`config.mk`:
```
export PLATFORM = sky130hd
export DESIGN_NAME = store_buffer
export DESIGN_NICKNAME = d
export VERILOG_FILES = /design/src/rtl/store_buffer.sv
export SDC_FILE = /design/constraint.sdc
export NUM_CORES = 1
export LEC_CHECK = 0
export BUFFER_PORTS_ARGS = -buffer_cell sky130_fd_sc_hd__buf_4
export CAP_MARGIN = 0
export CORE_MARGIN = 8
export CORE_UTILIZATION = 35
export CTS_BUF_LIST = sky130_fd_sc_hd__clkbuf_2 sky130_fd_sc_hd__clkbuf_4 sky130_fd_sc_hd__clkbuf_8
export DETAILED_ROUTE_END_ITERATION = 6
export PLACE_DENSITY = 0.65
export SLEW_MARGIN = 40
export SYNTH_ARGS = -nofsm -noshare
export SYNTH_HDL_FRONTEND = slang
export SYNTH_SLANG_ARGS = --single-unit
```
`constraint.sdc`:
```
create_clock -name clk -period 8.15 [get_ports clk]
set_input_delay 0 -clock clk [delete_from_list [all_inputs] [get_ports clk]]
set_output_delay 0 -clock clk [all_outputs]
set_load 0.1 [all_outputs]
```
`src/rtl/store_buffer.sv`:
```
// Store buffer between the MEM stage and data memory.
//
// Aligned stores from the MEM stage are queued in a DEPTH-entry FIFO and
// drained to data memory one per cycle whenever memory is ready. Loads are
// never forwarded from the buffer: a load holds the pipeline until the
// buffer has fully drained.
//
// Ports:
//   clk        single clock, rising edge
//   reset      synchronous, active-high
//   memwrite   store request: 00 none, 01 word, 10 halfword, 11 byte
//   dataadr    byte address of the MEM-stage access
//   writedata  store data, right-aligned
//   memread    load in MEM stage
//   mem_ready  data memory accepts the presented write this cycle
//   stall      pipeline hold request (combinational)
//   misalign   one-cycle pulse after a rejected misaligned store
//   mem_we     head entry valid toward data memory
//   mem_adr    word address of the head entry (zero when empty)
//   mem_wdata  lane-replicated data of the head entry (zero when empty)
//   mem_be     byte enables of the head entry (zero when empty)
//   empty      no entries held
//   count      number of entries held
module store_buffer #(
  parameter int unsigned DEPTH = 4
) (
  input  logic                     clk,
  input  logic                     reset,
  input  logic [1:0]               memwrite,
  input  logic [31:0]              dataadr,
  input  logic [31:0]              writedata,
  input  logic                     memread,
  input  logic                     mem_ready,
  output logic                     stall,
  output logic                     misalign,
  output logic                     mem_we,
  output logic [31:0]              mem_adr,
  output logic [31:0]              mem_wdata,
  output logic [3:0]               mem_be,
  output logic                     empty,
  output logic [$clog2(DEPTH):0]   count
);

  localparam int unsigned AW = $clog2(DEPTH);
  localparam int unsigned CW = AW + 1;

  // Per-entry storage; contents are don't-care outside [rd_ptr, wr_ptr).
  logic [29:0] adr_mem   [DEPTH];
  logic [31:0] wdata_mem [DEPTH];
  logic [3:0]  be_mem    [DEPTH];

  logic [AW-1:0] wr_ptr_q, wr_ptr_d;
  logic [AW-1:0] rd_ptr_q, rd_ptr_d;
  logic [CW-1:0] count_q, count_d;
  logic          misalign_q, misalign_d;

  logic          is_store;
  logic          aligned;
  logic [3:0]    store_be;
  logic [31:0]   store_wdata;
  logic          full;
  logic          push;
  logic          pop;

  // Decode the MEM-stage store into lane enables and replicated data.
  always_comb begin
    is_store    = 1'b0;
    aligned     = 1'b1;
    store_be    = 4'b0000;
    store_wdata = 32'h0;
    unique case (memwrite)
      2'b01: begin
        is_store    = 1'b1;
        aligned     = (dataadr[1:0] == 2'b00);
        store_be    = 4'b1111;
        store_wdata = writedata;
      end
      2'b10: begin
        is_store    = 1'b1;
        aligned     = ~dataadr[0];
        store_be    = dataadr[1] ? 4'b1100 : 4'b0011;
        store_wdata = {2{writedata[15:0]}};
      end
      2'b11: begin
        is_store    = 1'b1;
        aligned     = 1'b1;
        store_be    = 4'b0001 << dataadr[1:0];
        store_wdata = {4{writedata[7:0]}};
      end
      default: begin
        is_store    = 1'b0;
      end
    endcase
  end

  assign empty = (count_q == '0);
  assign full  = (count_q == CW'(DEPTH));

  // Fullness is judged at the start of the cycle, so a pop never frees a
  // slot for a push in the same cycle.
  assign push = is_store & aligned & ~full;
  assign pop  = ~empty & mem_ready;

  assign stall = (is_store & aligned & full) | (memread & ~empty);

  always_comb begin
    wr_ptr_d   = wr_ptr_q;
    rd_ptr_d   = rd_ptr_q;
    count_d    = count_q;
    misalign_d = is_store & ~aligned;
    if (push) begin
      wr_ptr_d = wr_ptr_q + AW'(1);
    end
    if (pop) begin
      rd_ptr_d = rd_ptr_q + AW'(1);
    end
    unique case ({push, pop})
      2'b10:   count_d = count_q + CW'(1);
      2'b01:   count_d = count_q - CW'(1);
      default: count_d = count_q;
    endcase
  end

  always_ff @(posedge clk) begin
    if (reset) begin
      wr_ptr_q   <= '0;
      rd_ptr_q   <= '0;
      count_q    <= '0;
      misalign_q <= 1'b0;
    end else begin
      wr_ptr_q   <= wr_ptr_d;
      rd_ptr_q   <= rd_ptr_d;
      count_q    <= count_d;
      misalign_q <= misalign_d;
    end
  end

  always_ff @(posedge clk) begin
    if (push && !reset) begin
      adr_mem[wr_ptr_q]   <= dataadr[31:2];
      wdata_mem[wr_ptr_q] <= store_wdata;
      be_mem[wr_ptr_q]    <= store_be;
    end
  end

  always_comb begin
    mem_we    = ~empty;
    mem_adr   = 32'h0;
    mem_wdata = 32'h0;
    mem_be    = 4'b0000;
    if (!empty) begin
      mem_adr   = {adr_mem[rd_ptr_q], 2'b00};
      mem_wdata = wdata_mem[rd_ptr_q];
      mem_be    = be_mem[rd_ptr_q];
    end
  end

  assign misalign = misalign_q;
  assign count    = count_q;

endmodule

```
# After elaboration in Yosys (flattened, before gate mapping)
# Memory sizes are Yosys's and may differ from the RTL's. A register that Yosys moved wholly into a read port is not among the register bits.
# Index checks and enable logic that the tools add are counted.
word_totals:
  memories: 3
  rom_bits: 0
  reg_bits: 8
  mem_bits_rw: 264
  out_inout_bits: 75
  word_cells: 52
  latch_bits: 0
mem_list:
  columns: ["memory", "depth", "width", "rd", "rd_ports_with_merged_regs", "write_ports", "line_no", "source"]
  rows:
  - ["wdata_mem", 4, 32, 1, 1, 1, "49", "logic [31:0] wdata_mem [DEPTH];"]
  - ["adr_mem", 4, 30, 1, 1, 1, "48", "logic [29:0] adr_mem [DEPTH];"]
  - ["be_mem", 4, 4, 1, 1, 1, "50", "logic [3:0] be_mem [DEPTH];"]
op_classes:
  n_addsub: 4
  eq_ne: 6
  div: 0
  mux: 17
  multipliers: 0
  n_reduce_logical: 6
  n_bitwise: 11
  order_cmp: 0
  shifts: 1
op_table:
  columns: ["cell", "n"]
  rows:
  - ["32-bit case mux with 3 select lines", 1]
  - ["32-bit two-way mux", 2]
  - ["2-bit two-way mux", 6]
  - ["4-bit case mux with 3 select lines", 1]
  - ["4-bit two-way mux", 2]
  - ["1-bit bitwise AND", 6]
  - ["2-bit equality test (second input constant)", 3]
  - ["3-bit case mux with 2 select lines", 1]
  - ["2-bit by 1-bit adder with 2-bit output (second input constant)", 2]
  - ["2-bit by 1-bit equality test with 1-bit output (second input constant)", 2]
  - ["1-bit NOT", 4]
  - ["1-bit by 2-bit left shift with 4-bit output (first input constant)", 1]
  - ["3-bit by 1-bit adder with 3-bit output (second input constant)", 1]
  - ["3-bit equality test (second input constant)", 1]
  - ["3-bit logical NOT", 1]
  - ["1-bit two-way mux", 3]
  - ["3-bit OR reduction", 1]
  - ["3-bit by 1-bit subtractor with 3-bit output (second input constant)", 1]
  - ["2-bit logical NOT", 1]
  - ["1-bit case mux with 2 select lines", 1]
  - ["2-bit nonzero test", 1]
  - ["1-bit logical AND", 1]
  - ["1-bit logical NOT", 1]
  - ["1-bit OR", 1]

# Logic depth before layout (Yosys ltp)
logic_depth:
  word_depth: 8
  mapped_depth: 12
  ltp_nobuf: 12

# Worst setup path before layout
# OpenSTA, ideal clock, no wires.
synth_timing:
  path_type: "register to register"
  start: "register count_q[1], in the netlist count[1]"
  end: "memory adr_mem[0][0] (enable)"
  n_path_buf: 0
  arrival_time_ns: 6.367
  path_slack_ns: 1.198
  path_stages_with_launch: 5
  path_cell_list: "dfxtp_1 > nor2_1 > a21oi_1 > inv_2 > nor3b_1"
synth_between:
  elab_chain_len: 6
synth_rtl:
  columns: ["item", "line_no", "source"]
  rows:
  - ["from (decl)", "54", "logic [CW-1:0] count_q, count_d;"]
  - ["from (signal assigned)", "133", "count_q <= count_d;"]
  - ["3-bit equality test", "97", "assign full = (count_q == CW'(DEPTH));"]
  - ["1-bit NOT", "101", "assign push = is_store & aligned & ~full;"]
  - ["1-bit bitwise AND", "101", null]
  - ["1-bit logical AND", "139", "if (push && !reset) begin"]
  - ["1-bit two-way mux", "139", null]
  - ["1-bit two-way mux (not written as such)", "140", "adr_mem[wr_ptr_q] <= dataadr[31:2];"]
  - ["to (decl)", "48", null]
# No other way between the ends.

==> reports/results.tsv <==
stage	metric	value	unit
cts	CTS H-Tree Depth	2	
placement	PortBufs	142	
sta	worst slew pin tran	0.796	ns
power	leakage	4.95	nW
layout	multi-input logic area	2710	um2
yosys	Mapped Avg Cell Area	19.3	um2
run	Max-cap violations	0	
placement	Placed Cells	1095	
layout	fin cells	1252	
worst_setup_path	CP Class	reg2out	
drt	Routed WL	25200	um
drt	drt first pass iters	5	
drt	DR vias/cell	4.84	
layout	post-route cell area	14200	um2
layout	FF/Latch Area	8140	um2
layout	fin util	45.4	%
die	IO Count	145	
cts	CTS clk-pin slew, worst paths	0.06	ns
yosys	synth unique cells	33	
worst_setup_path	crit path DAT	2.87	ns
die	die width	193	um
drt	drt drc	0	
global_route	GRT Util Overall	13.4	%
yosys	FF+latch count, synth	274	
hold_path	worst min path class	in2reg	
drt	vias	6063	
worst_setup_path	worst reg2reg setup slack	5.57	ns
worst_setup_path	largest fanout on the critical path	42	
layout	most frequent cells in the layout	edfxtp_1 (264), buf_4 (152), and2_1 (74), dlygate4sd3_1 (73), mux4_2 (66)	
layout	# diodes	0	
yosys	Synth warnings	0	
power	power per cell area	380	nW/um2
global_route	initial antenna violation count	0	
die	Die ar.	37400	um2
placement	RD Place Congestion	0.845	
die	Initial Utilization	35.2	%
placement	Placed Instance Area	12600	um2
drt	WL/cell	20.1	um
die	row count	65	
global_route	first-pass GRT wire length	39100	um
layout	P&R area growth vs syn	28.9	%
sta	final setup fails	0	
yosys	synthesized area	11000	um2
die	core area	31300	um2
die	Die Ht	193	um
sta	Fmax	348	MHz
cts	deepest clock path buffer count	3	
global_route	vias in the first global route	6728	
worst_setup_path	startpoint types	flop	
placement	post-detail-place hpwl	15500	um
sta	Worst slew margin	47.0	%
cts	Clock Latency Late Sink	0.54	ns
yosys	Seq/Total Area, Yosys	73.7	%
layout	leading cell type in the layout, fill and taps excluded	edfxtp_1	
sta	Hold Fails Final Rpt	0	
cts	CTS root buffer	clkbuf_8	
drt	DRT antenna net count	0	
worst_setup_path	Worst Setup End Kind	primary output	
layout	filler cell count	2749	
cts	CTS tree	done	
yosys	Synth area leaders	edfxtp_1 (72%), mux4_2 (13%), and2_1 (4.2%), dfxtp_1 (1.8%), ha_1 (1.2%)	
global_route	largest net degree at the start of global routing	71	
yosys	Cells after Synth	570	
layout	Layout Nets	897	
drt	DRT iter0 DRCs	363	
power	VDD IR max	0.000253	V
global_route	total grt overflow	0	
layout	share of cells above drive strength 1	35.4	%
sta	period utilization	35.2	%
worst_setup_path	Critical Path RT	8.15	ns
sta	clk_skew	0.0248	ns
yosys	Synth top area share	71.9	%
sta	unrepaired setup endpoints after global routing	no	
sta	setup TNS	0	ns
status	status	finished clean	
sta	final max-slew violation count	0	
cts	CTS sink cnt	274	
cts	CTS buffer count	46	
sta	Tmin final	2.87	ns
yosys	most area-hungry cell type in the Yosys netlist	edfxtp_1	
## critical path: stages (launching register included)
cell and delay [ns]:
dfxtp_4 0.69, buf_6 0.58, mux4_2 0.59, and2_1 0.20, buf_4 0.24
## stage by stage
step,power (mW),worst slack (ns),hold WS [ns]
3_3_place_gp,4.27,4.67,0.203
5_1_grt,5.63,5.04,0.0907
3_5_place_dp,4.28,4.89,0.206
2_1_floorplan,3.75,1.20,0.0989
6_report,5.40,5.28,0.0820
4_1_cts,5.49,5.12,0.0342
## power breakdown
group	total, mW	internal, mW	switching [mW]
Combinational	2.55	0.633	1.91
Sequential	1.69	1.62	0.0651
Clock	1.16	0.654	0.510
Total	5.40	2.91	2.49
## area by class of cell
type                    count  area share (%)
flip-flops and latches    274            57.3
multi-input cells         255            19.1
repair buffers            228            13.5
clock buffers              64            5.54
well taps                 402            3.54
clock inverters            19           0.766
inverters                  10           0.264
## per-layer routing
metal  GRT usage (%)  part of all wire (%)  routed length, um  up-vias
met5               0                     0                  0        -
met4            3.59                   1.6                395        0
met3            3.59                   7.5               1890       40
met2            22.8                    49              12400      214
met1            16.7                    42              10500     3061
li1                -                     -                  -     2748
## final timing paths
path,start,end,cells past startpoint
setup / recovery,flop,mem_wdata[11],4
hold / removal,memwrite[0],be_mem[2][3]$_DFFE_PP_,3
setup reg to reg,count[0]$_SDFFE_PP0P_,wdata_mem[0][17]$_DFFE_PP_,5
hold reg to reg,rd_ptr_q[1]$_SDFFE_PP0P_,rd_ptr_q[1]$_SDFFE_PP0P_,2
## flip-flops by register name, summed over array words and instances (netlist names), named ones only
| signal | count |
|---|---|
| adr_mem | 120 |
| rd_ptr_q | 2 |
| wr_ptr_q | 2 |
| be_mem | 16 |
| count | 3 |
| misalign | 1 |
| wdata_mem | 128 |
## repair_timing
action | 4_1_cts | 5_1_grt
buffers inserted | 0 | 0
resized for setup | 0 | 0
hold buffers | 73 | 0
hold endpoints to repair | 269 | 0
## cells in the mapped netlist
master / number
and3_1: 1
nor3b_1: 5
nor2_1: 13
o21ai_0: 6
inv_2: 1
conb_1: 1
edfxtp_1: 264
buf_4: 2
nor3_1: 3
and2_1: 74
dfxtp_1: 10
o21a_1: 1
nand3_1: 1
fa_1: 1
clkbuf_1: 13
a22o_1: 8
buf_6: 5
nor2b_1: 2
inv_1: 9
a22oi_1: 8
xnor2_1: 1
ha_1: 11
mux2i_1: 1
a21oi_1: 21
nand2_1: 19
o221ai_1: 1
mux2_2: 1
or3_1: 2
xor2_1: 3
buf_2: 10
mux4_2: 66
buf_1: 2
nand2b_1: 4
## logic make-up after synthesis
family / share of synthesized area [%]
mux: 13.7
buf+inv: 1.95
fa+ha+maj: 1.43
flops: 73.7
xor+xnor: 0.318
other cells: 0.0340
compound gates: 2.55
simple gates: 6.32
Note: power is estimated with default switching activity, not from simulation.
